## src/rtl/lsu_pkg.sv

```systemverilog
// Shared encodings and bus payload type for the load/store unit bus adapter.
package lsu_pkg;

    localparam int unsigned XLEN            = 32;
    localparam int unsigned TIMEOUT_DEFAULT = 255;

    localparam logic [1:0] ST_IDLE = 2'd0;
    localparam logic [1:0] ST_REQ  = 2'd1;
    localparam logic [1:0] ST_WAIT = 2'd2;
    localparam logic [1:0] ST_DONE = 2'd3;

    localparam logic [1:0] SZ_WORD = 2'b00;
    localparam logic [1:0] SZ_HALF = 2'b01;
    localparam logic [1:0] SZ_BYTE = 2'b10;

    typedef struct packed {
        logic            we;
        logic [XLEN-1:0] addr;
        logic [3:0]      be;
        logic [XLEN-1:0] wdata;
    } bus_req_t;

endpackage

```

## src/rtl/lsu_lane.sv

```systemverilog
// Alignment check, byte enables and store-lane placement from address offset and size.
module lsu_lane
    import lsu_pkg::*;
(
    input  logic [1:0]      addr_lo_i,
    input  logic [1:0]      size_i,
    input  logic [XLEN-1:0] wdata_i,
    output logic            misaligned_c,
    output logic [3:0]      be_c,
    output logic [XLEN-1:0] wdata_c
);

    // Sub-word stores are replicated so the addressed lanes always carry the data.
    always_comb begin
        misaligned_c = 1'b0;
        be_c         = 4'b1111;
        wdata_c      = wdata_i;
        case (size_i)
            SZ_HALF: begin
                misaligned_c = addr_lo_i[0];
                be_c         = 4'b0011 << addr_lo_i;
                wdata_c      = {2{wdata_i[15:0]}};
            end
            SZ_BYTE: begin
                be_c    = 4'b0001 << addr_lo_i;
                wdata_c = {4{wdata_i[7:0]}};
            end
            default: misaligned_c = (addr_lo_i != 2'b00);
        endcase
    end

endmodule

```

## src/rtl/lsu_bus.sv

```systemverilog
// Load/store unit to simple valid/ready bus adapter with core stall, alignment check and timeout.
module lsu_bus
    import lsu_pkg::*;
#(
    parameter int unsigned TIMEOUT_CYCLES = TIMEOUT_DEFAULT
) (
    input  logic            clk,
    input  logic            rst,
    input  logic            mem_req,
    input  logic            mem_we,
    input  logic [1:0]      memwritefrmt,
    input  logic [XLEN-1:0] addr,
    input  logic [XLEN-1:0] wdata,
    output logic            stall,
    output logic [XLEN-1:0] rdata,
    output logic            misaligned,
    output logic            bus_err,
    output logic            bus_valid,
    output logic            bus_we,
    output logic [XLEN-1:0] bus_addr,
    output logic [3:0]      bus_be,
    output logic [XLEN-1:0] bus_wdata,
    input  logic            bus_ready,
    input  logic            bus_rvalid,
    input  logic [XLEN-1:0] bus_rdata
);

    localparam int unsigned     CNT_W    = $clog2(TIMEOUT_CYCLES + 1);
    localparam logic [CNT_W-1:0] CNT_LAST = CNT_W'(TIMEOUT_CYCLES - 1);

    logic [1:0]      state_q, state_d;
    logic [CNT_W-1:0] cnt_q, cnt_d;
    logic [1:0]      off_q, off_d;
    bus_req_t        bus_q, bus_d;
    logic            bus_valid_q, bus_valid_d;
    logic [XLEN-1:0] rdata_q, rdata_d;
    logic            misaligned_q, misaligned_d;
    logic            bus_err_q, bus_err_d;

    logic            lane_mis;
    logic [3:0]      lane_be;
    logic [XLEN-1:0] lane_wdata;

    lsu_lane u_lane (
        .addr_lo_i    (addr[1:0]),
        .size_i       (memwritefrmt),
        .wdata_i      (wdata),
        .misaligned_c (lane_mis),
        .be_c         (lane_be),
        .wdata_c      (lane_wdata)
    );

    always_ff @(posedge clk or negedge rst) begin
        if (!rst) begin
            state_q      <= ST_IDLE;
            cnt_q        <= '0;
            off_q        <= '0;
            bus_q        <= '0;
            bus_valid_q  <= 1'b0;
            rdata_q      <= '0;
            misaligned_q <= 1'b0;
            bus_err_q    <= 1'b0;
        end else begin
            state_q      <= state_d;
            cnt_q        <= cnt_d;
            off_q        <= off_d;
            bus_q        <= bus_d;
            bus_valid_q  <= bus_valid_d;
            rdata_q      <= rdata_d;
            misaligned_q <= misaligned_d;
            bus_err_q    <= bus_err_d;
        end
    end

    // Next state; completion on the bus takes priority over a timeout in the same cycle.
    always_comb begin
        state_d      = state_q;
        cnt_d        = cnt_q;
        off_d        = off_q;
        bus_d        = bus_q;
        rdata_d      = rdata_q;
        misaligned_d = 1'b0;
        bus_err_d    = 1'b0;

        case (state_q)
            ST_IDLE: begin
                if (mem_req) begin
                    if (lane_mis) begin
                        state_d      = ST_DONE;
                        misaligned_d = 1'b1;
                    end else begin
                        state_d     = ST_REQ;
                        cnt_d       = '0;
                        off_d       = addr[1:0];
                        bus_d.we    = mem_we;
                        bus_d.addr  = {addr[XLEN-1:2], 2'b00};
                        bus_d.be    = lane_be;
                        bus_d.wdata = lane_wdata;
                    end
                end
            end
            ST_REQ: begin
                cnt_d = cnt_q + CNT_W'(1);
                if (bus_ready) begin
                    state_d = bus_q.we ? ST_DONE : ST_WAIT;
                end else if (cnt_q == CNT_LAST) begin
                    state_d   = ST_DONE;
                    bus_err_d = 1'b1;
                    rdata_d   = '0;
                end
            end
            ST_WAIT: begin
                cnt_d = cnt_q + CNT_W'(1);
                if (bus_rvalid) begin
                    state_d = ST_DONE;
                    rdata_d = bus_rdata >> {off_q, 3'b000};
                end else if (cnt_q == CNT_LAST) begin
                    state_d   = ST_DONE;
                    bus_err_d = 1'b1;
                    rdata_d   = '0;
                end
            end
            default: state_d = ST_IDLE;
        endcase

        bus_valid_d = (state_d == ST_REQ);
        if (state_d != ST_REQ) begin
            bus_d = '0;
        end
    end

    assign stall      = mem_req && (state_q != ST_DONE);
    assign rdata      = rdata_q;
    assign misaligned = misaligned_q;
    assign bus_err    = bus_err_q;
    assign bus_valid  = bus_valid_q;
    assign bus_we     = bus_q.we;
    assign bus_addr   = bus_q.addr;
    assign bus_be     = bus_q.be;
    assign bus_wdata  = bus_q.wdata;

endmodule

```

## config.mk

```make
export PLATFORM = sky130hd
export DESIGN_NAME = lsu_bus
export DESIGN_NICKNAME = d
export VERILOG_FILES = /design/src/rtl/lsu_pkg.sv /design/src/rtl/lsu_lane.sv /design/src/rtl/lsu_bus.sv
export SDC_FILE = /design/constraint.sdc
export NUM_CORES = 1
export LEC_CHECK = 0
export ABC_AREA = 1
export CAP_MARGIN = 20
export CORE_UTILIZATION = 46
export CTS_BUF_LIST = sky130_fd_sc_hd__clkbuf_8 sky130_fd_sc_hd__clkbuf_16
export CTS_CLUSTER_SIZE = 14
export DETAILED_ROUTE_END_ITERATION = 6
export PLACE_DENSITY = 0.89
export SETUP_SLACK_MARGIN = 0.1
export SYNTH_ARGS = -nofsm -noshare
export SYNTH_HDL_FRONTEND = slang
export SYNTH_SLANG_ARGS = --single-unit
```

## constraint.sdc

```tcl
create_clock -name clk -period 2.18 [get_ports clk]
set_input_delay 0.654 -clock clk [delete_from_list [all_inputs] [get_ports clk]]
set_output_delay 0.654 -clock clk [all_outputs]
set_load 0.02 [all_outputs]
```

==> summary.json, run 1 <==
{
  "fin_worst_skew": {"value": 0.00542, "unit": "ns"},
  "final_cell_mix": {"value": "204 x nand2_1, 178 x clkdlybuf4s50_1, 114 x dfrtp_1, 102 x o21ai_0, 78 x inv_1"},
  "remaining_overflow_grt": {"value": 0},
  "growth_of_design_area_from_synthesis_to_finish": {"value": 56.2, "unit": "%"},
  "placement.io_buffers": {"value": 206},
  "detail_route.drc_violations": {"value": 0},
  "timing.reg2reg.setup_slack": {"value": 0.27, "unit": "ns"},
  "numCtsBuffers": {"value": 17},
  "grt_start_max_net_pins": {"value": 42},
  "mostFrequentLayoutCell": {"value": "nand2_1"},
  "power.combinational.fraction": {"value": 48.8, "unit": "%"},
  "num_io_pins": {"value": 209},
  "detailed_place.area": {"value": 0.00852, "unit": "mm²"},
  "finish.instance_area": {"value": 0.00944, "unit": "mm²"},
  "final_antenna_net_count": {"value": 0},
  "share_of_the_synthesized_area_in_the_top_cell_type": {"value": 47.2, "unit": "%"},
  "n_antenna_cell": {"value": 0},
  "cts.reportedPaths.clkPinSlew": {"value": 0.05, "unit": "ns"},
  "worst_path_class_setup": {"value": "flip-flop to output pin"},
  "synth-seq-cells": {"value": 114},
  "synth_top_cell_by_area": {"value": "dfrtp_1"},
  "routed_wire_length_per_instance": {"value": 16.8, "unit": "µm"},
  "status": {"value": "finished clean"},
  "cp_num_buf_inv": {"value": 1},
  "num_rows": {"value": 41},
  "power.static_leakage": {"value": 0.00460, "unit": "µW"},
  "antenna_found_initial": {"value": 0},
  "fin_hold_ws": {"value": 0.124, "unit": "ns"},
  "start_kind": {"value": "flip-flop"},
  "critPathRequiredTime": {"value": 1.53, "unit": "ns"},
  "initial_core_util": {"value": 47.5, "unit": "%"},
  "cap_viol_max_count": {"value": 0},
  "routed_wirelength": {"value": 20.2, "unit": "mm"},
  "viasPerCell": {"value": 5.26},
  "drt_pass1_iterations": {"value": 5},
  "clkSinkCount": {"value": 114},
  "synth_area": {"value": 0.00604, "unit": "mm²"},
  "grt_pass1_vias": {"value": 5883},
  "synth.lib_cells_used.distinct": {"value": 30},
  "timing_hold_violations_final": {"value": 0},
  "max_clock_freq": {"value": 480, "unit": "MHz"},
  "crit_path_end_kind": {"value": "output pin"},
  "grt_first_pass_wirelength": {"value": 28.6, "unit": "mm"},
  "rsz0062_at_grt": {"value": "no"},
  "timing.final.max_slew_violations": {"value": 0},
  "insertion_delay": {"value": 0.41, "unit": "ns"},
  "grt_use_total": {"value": 27.6, "unit": "%"},
  "p_sw": {"value": 4180, "unit": "µW"},
  "worst-r2r-cell-count": {"value": 12},
  "dieArea": {"value": 0.0136, "unit": "mm²"},
  "die_y": {"value": 117, "unit": "µm"},
  "final_cycle_utilization_of_the_critical_path": {"value": 95.5, "unit": "%"},
  "power_per_cell_area": {"value": 1130, "unit": "mW/mm²"},
  "slowest_stage": {"value": "clkdlybuf4s50_1"},
  "timing.critical_path.fanout_max": {"value": 2},
  "yosysWarnings": {"value": 0},
  "dieWidth": {"value": 117, "unit": "µm"},
  "seq_power_share": {"value": 26.5, "unit": "%"},
  "total_number_of_cells_along_the_worst_setup_path": {"value": 1},
  "cts_buffer_depth": {"value": 2},
  "drt_iter0_drc": {"value": 620},
  "h-tree-depth": {"value": 4},
  "detailed_placement_wirelength_estimate": {"value": 12.7, "unit": "mm"},
  "cts_tree": {"value": "built"},
  "synth.yosys.seq_area_share": {"value": 47.2, "unit": "%"},
  "timing.rr.end": {"value": "bus_wdata[16]$_DFFE_PN0P_"},
  "slew_headroom": {"value": 61.2, "unit": "%"},
  "timing.critical_path.max_delay_family": {"value": "buffers and inverters"},
  "gpl.final_weighted_congestion": {"value": 0.841},
  "cts.hold.buffers_added": {"value": 0},
  "worstMarginPinSlew": {"value": 0.581, "unit": "ns"},
  "worstHoldPathType": {"value": "input port to async pin"},
  "power_report.internal_total": {"value": 6500, "unit": "µW"},
  "drive_gt1_share": {"value": 11.4, "unit": "%"},
  "syn_area_per_cell": {"value": 7.62, "unit": "µm²"},
  "cts.root.buffer_cell": {"value": "clkbuf_16"},
  "num-nets-final": {"value": 1132},
  "critPathArrivalTime": {"value": 1.43, "unit": "ns"},
  "worstPathCellList": {"value": "clkdlybuf4s50_1"},
  "setup_viol": {"value": 0},
  "core_region_area": {"value": 0.0127, "unit": "mm²"},
  "routed-via-count": {"value": 6324},
  "power.switching_fraction": {"value": 39.1, "unit": "%"},
  "reg2reg_from": {"value": "cnt_q[0]$_DFFE_PN0P_"},
  "worst_path_largest_cell_delay": {"value": 0.62, "unit": "ns"},
  "power.share.clock": {"value": 24.7, "unit": "%"},
  "ir_worst_vdd": {"value": 0.000503, "unit": "V"},
  "post_synth_inst_count": {"value": 793},
  "finalWorstPathRequiredPeriod": {"value": 2.08, "unit": "ns"},
  "synth_top_cells_by_area": {"value": "dfrtp_1 47%, nand2_1 13%, o21ai_0 8.4%"}
}
[layer usage]
layer | GRT usage (%) | up-vias | wire length (µm)
met2 | 45.7 | 331 | 10000
met5 | 0 | - | 0
met4 | 10.7 | 0 | 394
met3 | 10.5 | 37 | 2080
li1 | - | 2983 | -
met1 | 32.6 | 2973 | 7710
[power by group through the flow]
stage | combinational, µW | sequential, µW | clock (µW)
after floorplan | 2220 | 3310 | 0
after global placement | 4440 | 2840 | 0
after detailed placement | 4530 | 2860 | 0
after CTS | 4560 | 2830 | 2640
after global routing | 5620 | 2880 | 2730
final | 5210 | 2840 | 2640
[sequential cells by signal, summed over array words and instances (netlist names), 2 cells and up]
register	flops
cnt_q	8
bus_addr	30
rdata	32
bus_wdata	32
state_q	2
off_q	2
bus_be	4
[logic make-up (layout without fill, tap and decap cells)]
kind of cell	after synthesis	in the layout	synth area share (%)
AO/OA/AOI/OAI	163	163	15.1
XOR/XNOR	2	2	0.290
adder cells (fa/ha/maj)	8	8	1.66
buffers and inverters	129	364	8.84
flip-flops	114	114	47.2
other	1	2	0.0621
AND/OR/NAND/NOR	376	377	26.9
[Yosys cell counts, drive strengths merged]
cell / number
a21oi: 22
a22oi: 1
buf: 18
clkbuf: 31
conb: 1
dfrtp: 114
ha: 8
inv: 80
nand2: 212
nand3: 65
nand3b: 1
nand4: 1
nor2: 96
o211ai: 14
o21a: 16
o21ai: 108
o21bai: 2
or2: 1
xnor2: 1
xor2: 1
[stage by stage]
| step | utilization [%] | total power (µW) | cells | TNS (ns) | setup slack [ns] |
|---|---|---|---|---|---|
| 2_1_floorplan | - | 5530 | 794 | 0 | 0.138 |
| 3_3_place_gp | 67.0 | 7280 | 1161 | -20.35 | -0.447 |
| 3_5_place_dp | 67.0 | 7390 | 1161 | -23.55 | -0.461 |
| 4_1_cts | 71.3 | 10000 | 1190 | 0 | 0.0815 |
| 5_1_grt | 74.2 | 11200 | 1202 | 0 | 0.0755 |
| 6_report | 74.2 | 10700 | 1202 | 0 | 0.0976 |
[layout make-up]
cell class                 count  area [µm²]
timing repair buffer         255        2790
inverter                      80         300
multi-input combinational    552        2720
fill                         892        3280
clock inverter                 7        60.1
clock buffer                  22         494
tap                          172         215
sequential                   114        2850
[repair_timing]
action | CTS | global route
setup endpoints to repair | 42 | 89
pin swaps | 1 | 3
cloned | 0 | 9
resized for setup | 11 | 42
buffers inserted | 0 | 3
[how the worst max path moves through the flow]
| stage | from | end | slack [ns] |
|---|---|---|---|
| after floorplan | memwritefrmt[0] | bus_addr[14]$_DFFE_PN0P_ | 0.14 |
| after global placement | mem_req | stall | -0.45 |
| after detailed placement | mem_req | stall | -0.46 |
| after CTS | memwritefrmt[0] | bus_addr[6]$_DFFE_PN0P_ | 0.08 |
| after global routing | bus_addr[13]$_DFFE_PN0P_ | bus_addr[13] | 0.08 |
| final | bus_wdata[9]$_DFFE_PN0P_ | bus_wdata[9] | 0.1 |
(Power assumes the default switching activity.)
==> run 2, diff against run 1 <==
- CORE_MARGIN: not set -> 1.5
==> run 2 against run 1 <==
Effect of this change: setup slack better by 0.032 ns; final cell count shrank 1.0%; first-iteration DRC count shrank 1.9%; design area down 2.0%; count of clock-buffer cells in the layout decreased by 3; flip-flop and latch count stayed put; largest power group unchanged; die area grew 1.7%.
==> summary.json, run 2 (synthesis gave the netlist of run 1 again) <==
{
  "numCtsBuffers": {"value": 17},
  "n_antenna_cell": {"value": 0},
  "fin_worst_skew": {"value": 0.00651, "unit": "ns"},
  "cp_num_buf_inv": {"value": 1},
  "remaining_overflow_grt": {"value": 0},
  "timing.final.max_slew_violations": {"value": 0},
  "final_cell_mix": {"value": "206 x nand2_1, 169 x clkdlybuf4s50_1, 114 x dfrtp_1, 102 x o21ai_0, 79 x inv_1"},
  "slew_headroom": {"value": 65.1, "unit": "%"},
  "max_clock_freq": {"value": 488, "unit": "MHz"},
  "cts_buffer_depth": {"value": 2},
  "p_sw": {"value": 4010, "unit": "µW"},
  "dr.max_layer_used": {"value": "met4"},
  "slowest_stage": {"value": "clkdlybuf4s50_1"},
  "worstHoldPathType": {"value": "input port to async pin"},
  "drt_iter0_drc": {"value": 608},
  "gpl.final_weighted_congestion": {"value": 0.828},
  "post-cts-setup-buffers": {"value": 0},
  "critPathRequiredTime": {"value": 1.53, "unit": "ns"},
  "cts_tree": {"value": "built"},
  "power.share.clock": {"value": 25.4, "unit": "%"},
  "dieWidth": {"value": 118, "unit": "µm"},
  "num_io_pins": {"value": 209},
  "finalWorstPathRequiredPeriod": {"value": 2.05, "unit": "ns"},
  "final_antenna_net_count": {"value": 0},
  "timing.final.ws_setup": {"value": 0.130, "unit": "ns"},
  "power_report.internal_total": {"value": 6280, "unit": "µW"},
  "insertion_delay": {"value": 0.41, "unit": "ns"},
  "grt_pass1_vias": {"value": 6066},
  "worst_path_class_setup": {"value": "flip-flop to output pin"},
  "detailed_placement_wirelength_estimate": {"value": 12.5, "unit": "mm"},
  "core_region_area": {"value": 0.0127, "unit": "mm²"},
  "critPathArrivalTime": {"value": 1.40, "unit": "ns"},
  "timing.critical_path.max_delay_family": {"value": "buffers and inverters"},
  "cts.reportedPaths.clkPinSlew": {"value": 0.05, "unit": "ns"},
  "clkSinkCount": {"value": 114},
  "grt_start_max_net_pins": {"value": 42},
  "worstMarginPinSlew": {"value": 0.524, "unit": "ns"},
  "routed-via-count": {"value": 6251},
  "num-nets-final": {"value": 1120},
  "dieArea": {"value": 0.0138, "unit": "mm²"},
  "viasPerCell": {"value": 5.25},
  "detail_route.wirelength.met1": {"value": 7.22, "unit": "mm"},
  "mostFrequentLayoutCell": {"value": "nand2_1"},
  "drive_gt1_share": {"value": 10.0, "unit": "%"},
  "worst_path_largest_cell_delay": {"value": 0.62, "unit": "ns"},
  "seqCellArea": {"value": 0.00285, "unit": "mm²"},
  "drt_pass1_iterations": {"value": 5},
  "power.combinational.fraction": {"value": 46.8, "unit": "%"},
  "wl_met2": {"value": 9.02, "unit": "mm"},
  "cts.hold.buffers_added": {"value": 0},
  "placement.io_buffers": {"value": 206},
  "timing.critical_path.fanout_max": {"value": 2},
  "status": {"value": "finished clean"},
  "seq_power_share": {"value": 27.8, "unit": "%"},
  "met3_length": {"value": 1.78, "unit": "mm"},
  "rsz0062_at_grt": {"value": "no"},
  "timing_hold_violations_final": {"value": 0},
  "multi_input_area": {"value": 0.00270, "unit": "mm²"},
  "finalPower": {"value": 10300, "unit": "µW"},
  "grt_use_total": {"value": 27.0, "unit": "%"},
  "final_cycle_utilization_of_the_critical_path": {"value": 94.0, "unit": "%"},
  "power_per_cell_area": {"value": 1110, "unit": "mW/mm²"},
  "antenna_found_initial": {"value": 0},
  "die_y": {"value": 118, "unit": "µm"},
  "detailedPlace.worstSlack": {"value": -0.527, "unit": "ns"},
  "power.static_leakage": {"value": 0.00464, "unit": "µW"},
  "num_rows": {"value": 41},
  "crit_path_end_kind": {"value": "output pin"},
  "worstPathCellList": {"value": "clkdlybuf4s50_1"},
  "detail_route.drc_violations": {"value": 0},
  "setup_viol": {"value": 0},
  "start_kind": {"value": "flip-flop"},
  "grt_first_pass_wirelength": {"value": 29.9, "unit": "mm"},
  "ir_worst_vdd": {"value": 0.000550, "unit": "V"},
  "growth_of_design_area_from_synthesis_to_finish": {"value": 53.1, "unit": "%"},
  "initial_core_util": {"value": 47.5, "unit": "%"},
  "cap_viol_max_count": {"value": 0},
  "routed_wire_length_per_instance": {"value": 15.5, "unit": "µm"},
  "fillCellCount": {"value": 969},
  "routed_wirelength": {"value": 18.5, "unit": "mm"},
  "h-tree-depth": {"value": 4},
  "power.switching_fraction": {"value": 39.0, "unit": "%"},
  "cts.root.buffer_cell": {"value": "clkbuf_16"}
}
## run 2: worst paths after layout
kind                                                 from                   endpoint  slack, ns  cells past startpoint
worst min register to register       rdata[5]$_DFFE_PN0P_       rdata[5]$_DFFE_PN0P_       0.49                      2
max in group asynchronous                             rst    bus_addr[5]$_DFFE_PN0P_       1.41                      2
worst min-delay path                                  rst       cnt_q[5]$_DFFE_PN0P_       0.22                      1
worst max register to register       state_q[1]$_DFF_PN0_  bus_wdata[17]$_DFFE_PN0P_       0.29                      9
min in group clk                     rdata[5]$_DFFE_PN0P_       rdata[5]$_DFFE_PN0P_       0.49                      2
worst max-delay path            bus_wdata[17]$_DFFE_PN0P_              bus_wdata[17]       0.13                      1
## run 2: layout make-up
cell class | instances | area share, %
Clock inverter | 10 | 1.04
Clock buffer | 19 | 4.90
Sequential cell | 114 | 30.8
Multi-Input combinational cell | 551 | 29.1
Timing Repair Buffer | 244 | 28.5
Tap cell | 172 | 2.33
Inverter | 80 | 3.25
## run 2: repair_timing
action	4_1_cts	5_1_grt
pin swaps	0	2
resized for setup	10	38
endpoints found under the setup margin	62	102
gates cloned	0	5
## run 2: power by group through the flow
stage,registers (µW),logic (µW),clock network (µW)
detailed placement,2890,4490,0
floorplan,3310,2220,0
global route,2910,5230,2740
global placement,2880,4410,0
CTS,2860,4530,2650
finish,2860,4810,2610
## run 2: stage by stage
step | util, % | TNS (ns) | hold slack [ns] | area [µm²] | instances
after floorplan | - | 0 | 0.358 | 6070 | 794
final | 72.7 | 0 | 0.223 | 9250 | 1190
after global placement | 66.8 | -22.11 | 0.478 | 8490 | 1156
after CTS | 71.0 | 0 | 0.221 | 9030 | 1185
after global routing | 72.7 | 0 | 0.247 | 9250 | 1190
after detailed placement | 66.8 | -24.54 | 0.483 | 8490 | 1156
## run 2: per-layer routing
layer | track usage (%) | vias to the layer above
met2 | 43.2 | 312
met4 | 11.9 | 0
met5 | 0 | -
li1 | - | 2961
met1 | 33.4 | 2938
met3 | 9.11 | 40
==> run 3, diff against run 2 <==
- CORE_ASPECT_RATIO: not set -> 0.5
==> run 3 against run 2 <==
Effect of this change: core utilization grew 1.2 points; first-iteration DRC count increased by 55%; fmax shrank 5.1%; global-route usage rose by 2.7 points; largest power group unchanged; flip-flop and latch count stayed put.
==> summary.json, run 3 (synthesis gave the netlist of run 1 again) <==
{
  "max_clock_freq": {"value": 463, "unit": "MHz"},
  "finalPower": {"value": 11200, "unit": "µW"},
  "setup_viol": {"value": 0},
  "num-nets-final": {"value": 1127},
  "dieArea": {"value": 0.0139, "unit": "mm²"},
  "timing.final.ws_setup": {"value": 0.0192, "unit": "ns"},
  "worst_path_class_setup": {"value": "input port to flip-flop"},
  "worstPathCellList": {"value": "clkdlybuf4s50_1 > nor2_2 > nand2_1 > nand2_2 > buf_4 > nand2_8 > clkbuf_16 > o21ai_1 > inv_1 > nor2_1"},
  "power.switching_fraction": {"value": 39.8, "unit": "%"},
  "critPathArrivalTime": {"value": 2.51, "unit": "ns"},
  "grt_use_total": {"value": 29.8, "unit": "%"},
  "finish.instance_area": {"value": 0.00941, "unit": "mm²"},
  "timing.final.max_slew_violations": {"value": 0},
  "start_kind": {"value": "input port"},
  "cap_viol_max_count": {"value": 0},
  "final_antenna_net_count": {"value": 0},
  "growth_of_design_area_from_synthesis_to_finish": {"value": 55.8, "unit": "%"},
  "final_cycle_utilization_of_the_critical_path": {"value": 99.1, "unit": "%"},
  "insertion_delay": {"value": 0.42, "unit": "ns"},
  "cts.hold.buffers_added": {"value": 0},
  "crit_start": {"value": "addr[1]"},
  "routed_wirelength": {"value": 22.3, "unit": "mm"},
  "initial_core_util": {"value": 47.4, "unit": "%"},
  "power.static_leakage": {"value": 0.00444, "unit": "µW"},
  "p_sw": {"value": 4440, "unit": "µW"},
  "power_per_cell_area": {"value": 1190, "unit": "mW/mm²"},
  "mostFrequentLayoutCell": {"value": "nand2_1"},
  "placement.io_buffers": {"value": 206},
  "finalWorstPathRequiredPeriod": {"value": 2.16, "unit": "ns"},
  "num_io_pins": {"value": 209},
  "n_antenna_cell": {"value": 0},
  "crit_path_end_kind": {"value": "flip-flop"},
  "critPathRequiredTime": {"value": 2.52, "unit": "ns"},
  "timing_hold_violations_final": {"value": 0},
  "remaining_overflow_grt": {"value": 0},
  "drt_iter0_drc": {"value": 944},
  "worstHoldPathType": {"value": "input port to async pin"},
  "detail_route.drc_violations": {"value": 0},
  "fin_worst_skew": {"value": 0.0126, "unit": "ns"},
  "dieWidth": {"value": 165, "unit": "µm"},
  "status": {"value": "finished clean"},
  "worst_path_largest_cell_delay": {"value": 0.47, "unit": "ns"},
  "post-cts-setup-buffers": {"value": 0},
  "grt_start_max_net_pins": {"value": 63},
  "core_region_area": {"value": 0.0127, "unit": "mm²"},
  "routed_wire_length_per_instance": {"value": 18.6, "unit": "µm"},
  "drt_pass1_iterations": {"value": 5},
  "grt_pass1_vias": {"value": 6440},
  "die_y": {"value": 84.0, "unit": "µm"},
  "routed-via-count": {"value": 6814},
  "power_report.internal_total": {"value": 6720, "unit": "µW"},
  "cts.root.buffer_cell": {"value": "clkbuf_16"},
  "grt_first_pass_wirelength": {"value": 32.1, "unit": "mm"},
  "power.combinational.fraction": {"value": 48.1, "unit": "%"},
  "timing.reg2reg.setup_slack": {"value": 0.10, "unit": "ns"},
  "h-tree-depth": {"value": 4},
  "ir_worst_vdd": {"value": 0.000700, "unit": "V"},
  "detailed_placement_wirelength_estimate": {"value": 13.0, "unit": "mm"},
  "cts.reportedPaths.clkPinSlew": {"value": 0.06, "unit": "ns"},
  "drive_gt1_share": {"value": 11.6, "unit": "%"},
  "cts_buffer_depth": {"value": 2},
  "detailed_place.area": {"value": 0.00851, "unit": "mm²"},
  "antenna_found_initial": {"value": 0},
  "gpl.final_weighted_congestion": {"value": 0.900},
  "timing.critical_path.fanout_max": {"value": 15},
  "reg2reg_from": {"value": "state_q[0]$_DFF_PN0_"},
  "viasPerCell": {"value": 5.69},
  "numCtsBuffers": {"value": 17},
  "tns": {"value": 0, "unit": "ns"},
  "num_rows": {"value": 29},
  "final_cell_mix": {"value": "203 x nand2_1, 185 x clkdlybuf4s50_1, 114 x dfrtp_1, 98 x o21ai_0, 78 x inv_1"},
  "cts_tree": {"value": "built"},
  "clkSinkCount": {"value": 114},
  "power.share.clock": {"value": 26.2, "unit": "%"},
  "fillCellCount": {"value": 862},
  "seq_power_share": {"value": 25.6, "unit": "%"},
  "detailedPlace.worstSlack": {"value": -0.370, "unit": "ns"},
  "slowest_stage": {"value": "clkdlybuf4s50_1"}
}
[run 3: changes by cell type in the layout (fill, tap and decap cells not counted), moves of 4 or more]
cell             before  now
clkdlybuf4s50_1     169  185
buf_4                20   25
o21ai_0             102   98
dlymetal6s2s_1       30   17
[run 3: power groups by stage]
stage / clock (µW) / combinational (µW) / sequential (µW)
final: 2930 / 5370 / 2860
after detailed placement: 0 / 4560 / 2880
after global placement: 0 / 4440 / 2850
after floorplan: 0 / 2220 / 3310
after CTS: 2920 / 4690 / 2850
after global routing: 3050 / 5730 / 2900
[run 3: cell type report]
type                       instances  area (µm²)  area share, %
timing repair buffer             250        2700           28.7
tap                              170         213           2.26
clock inverter                    13         169           1.79
sequential                       114        2850           30.3
multi-input combinational        552        2740           29.1
inverter                          80         300           3.19
clock buffer                      18         439           4.67
[run 3: per-layer routing]
metal	global-route usage, %	up-vias	wire length, µm
li1	-	2987	-
met1	35.8	3224	8450
met2	50.6	475	10700
met3	5.41	128	1950
met5	0	-	0
met4	16.1	0	1210
[run 3: repair_timing]
item | in CTS | in global routing
gates resized for setup | 15 | 29
gates cloned | 1 | 9
pin swaps | 0 | 4
setup endpoints to repair | 73 | 92
[run 3: final timing paths]
path / to / depth (start not counted)
max in group asynchronous: off_q[1]$_DFFE_PN0P_ / 2
hold reg to reg: rdata[20]$_DFFE_PN0P_ / 2
hold / removal: bus_wdata[24]$_DFFE_PN0P_ / 1
setup reg to reg: bus_wdata[4]$_DFFE_PN0P_ / 9
min in group clk: rdata[20]$_DFFE_PN0P_ / 2
setup / recovery: bus_wdata[4]$_DFFE_PN0P_ / 10
[run 3: stage by stage]
stage	hold slack [ns]	cells	util (%)
after CTS	0.116	1188	71.9
final	0.120	1197	73.9
after floorplan	0.358	794	-
after detailed placement	0.488	1156	66.8
after global placement	0.480	1156	66.8
after global routing	0.122	1197	73.9
[run 3: worst max-delay path: cells and delay by family]
kind	cells	cell delay (ns)
AO/OA/AOI/OAI	1	0.33
AND/OR/NAND/NOR	5	0.56
buffers and inverters	4	0.94
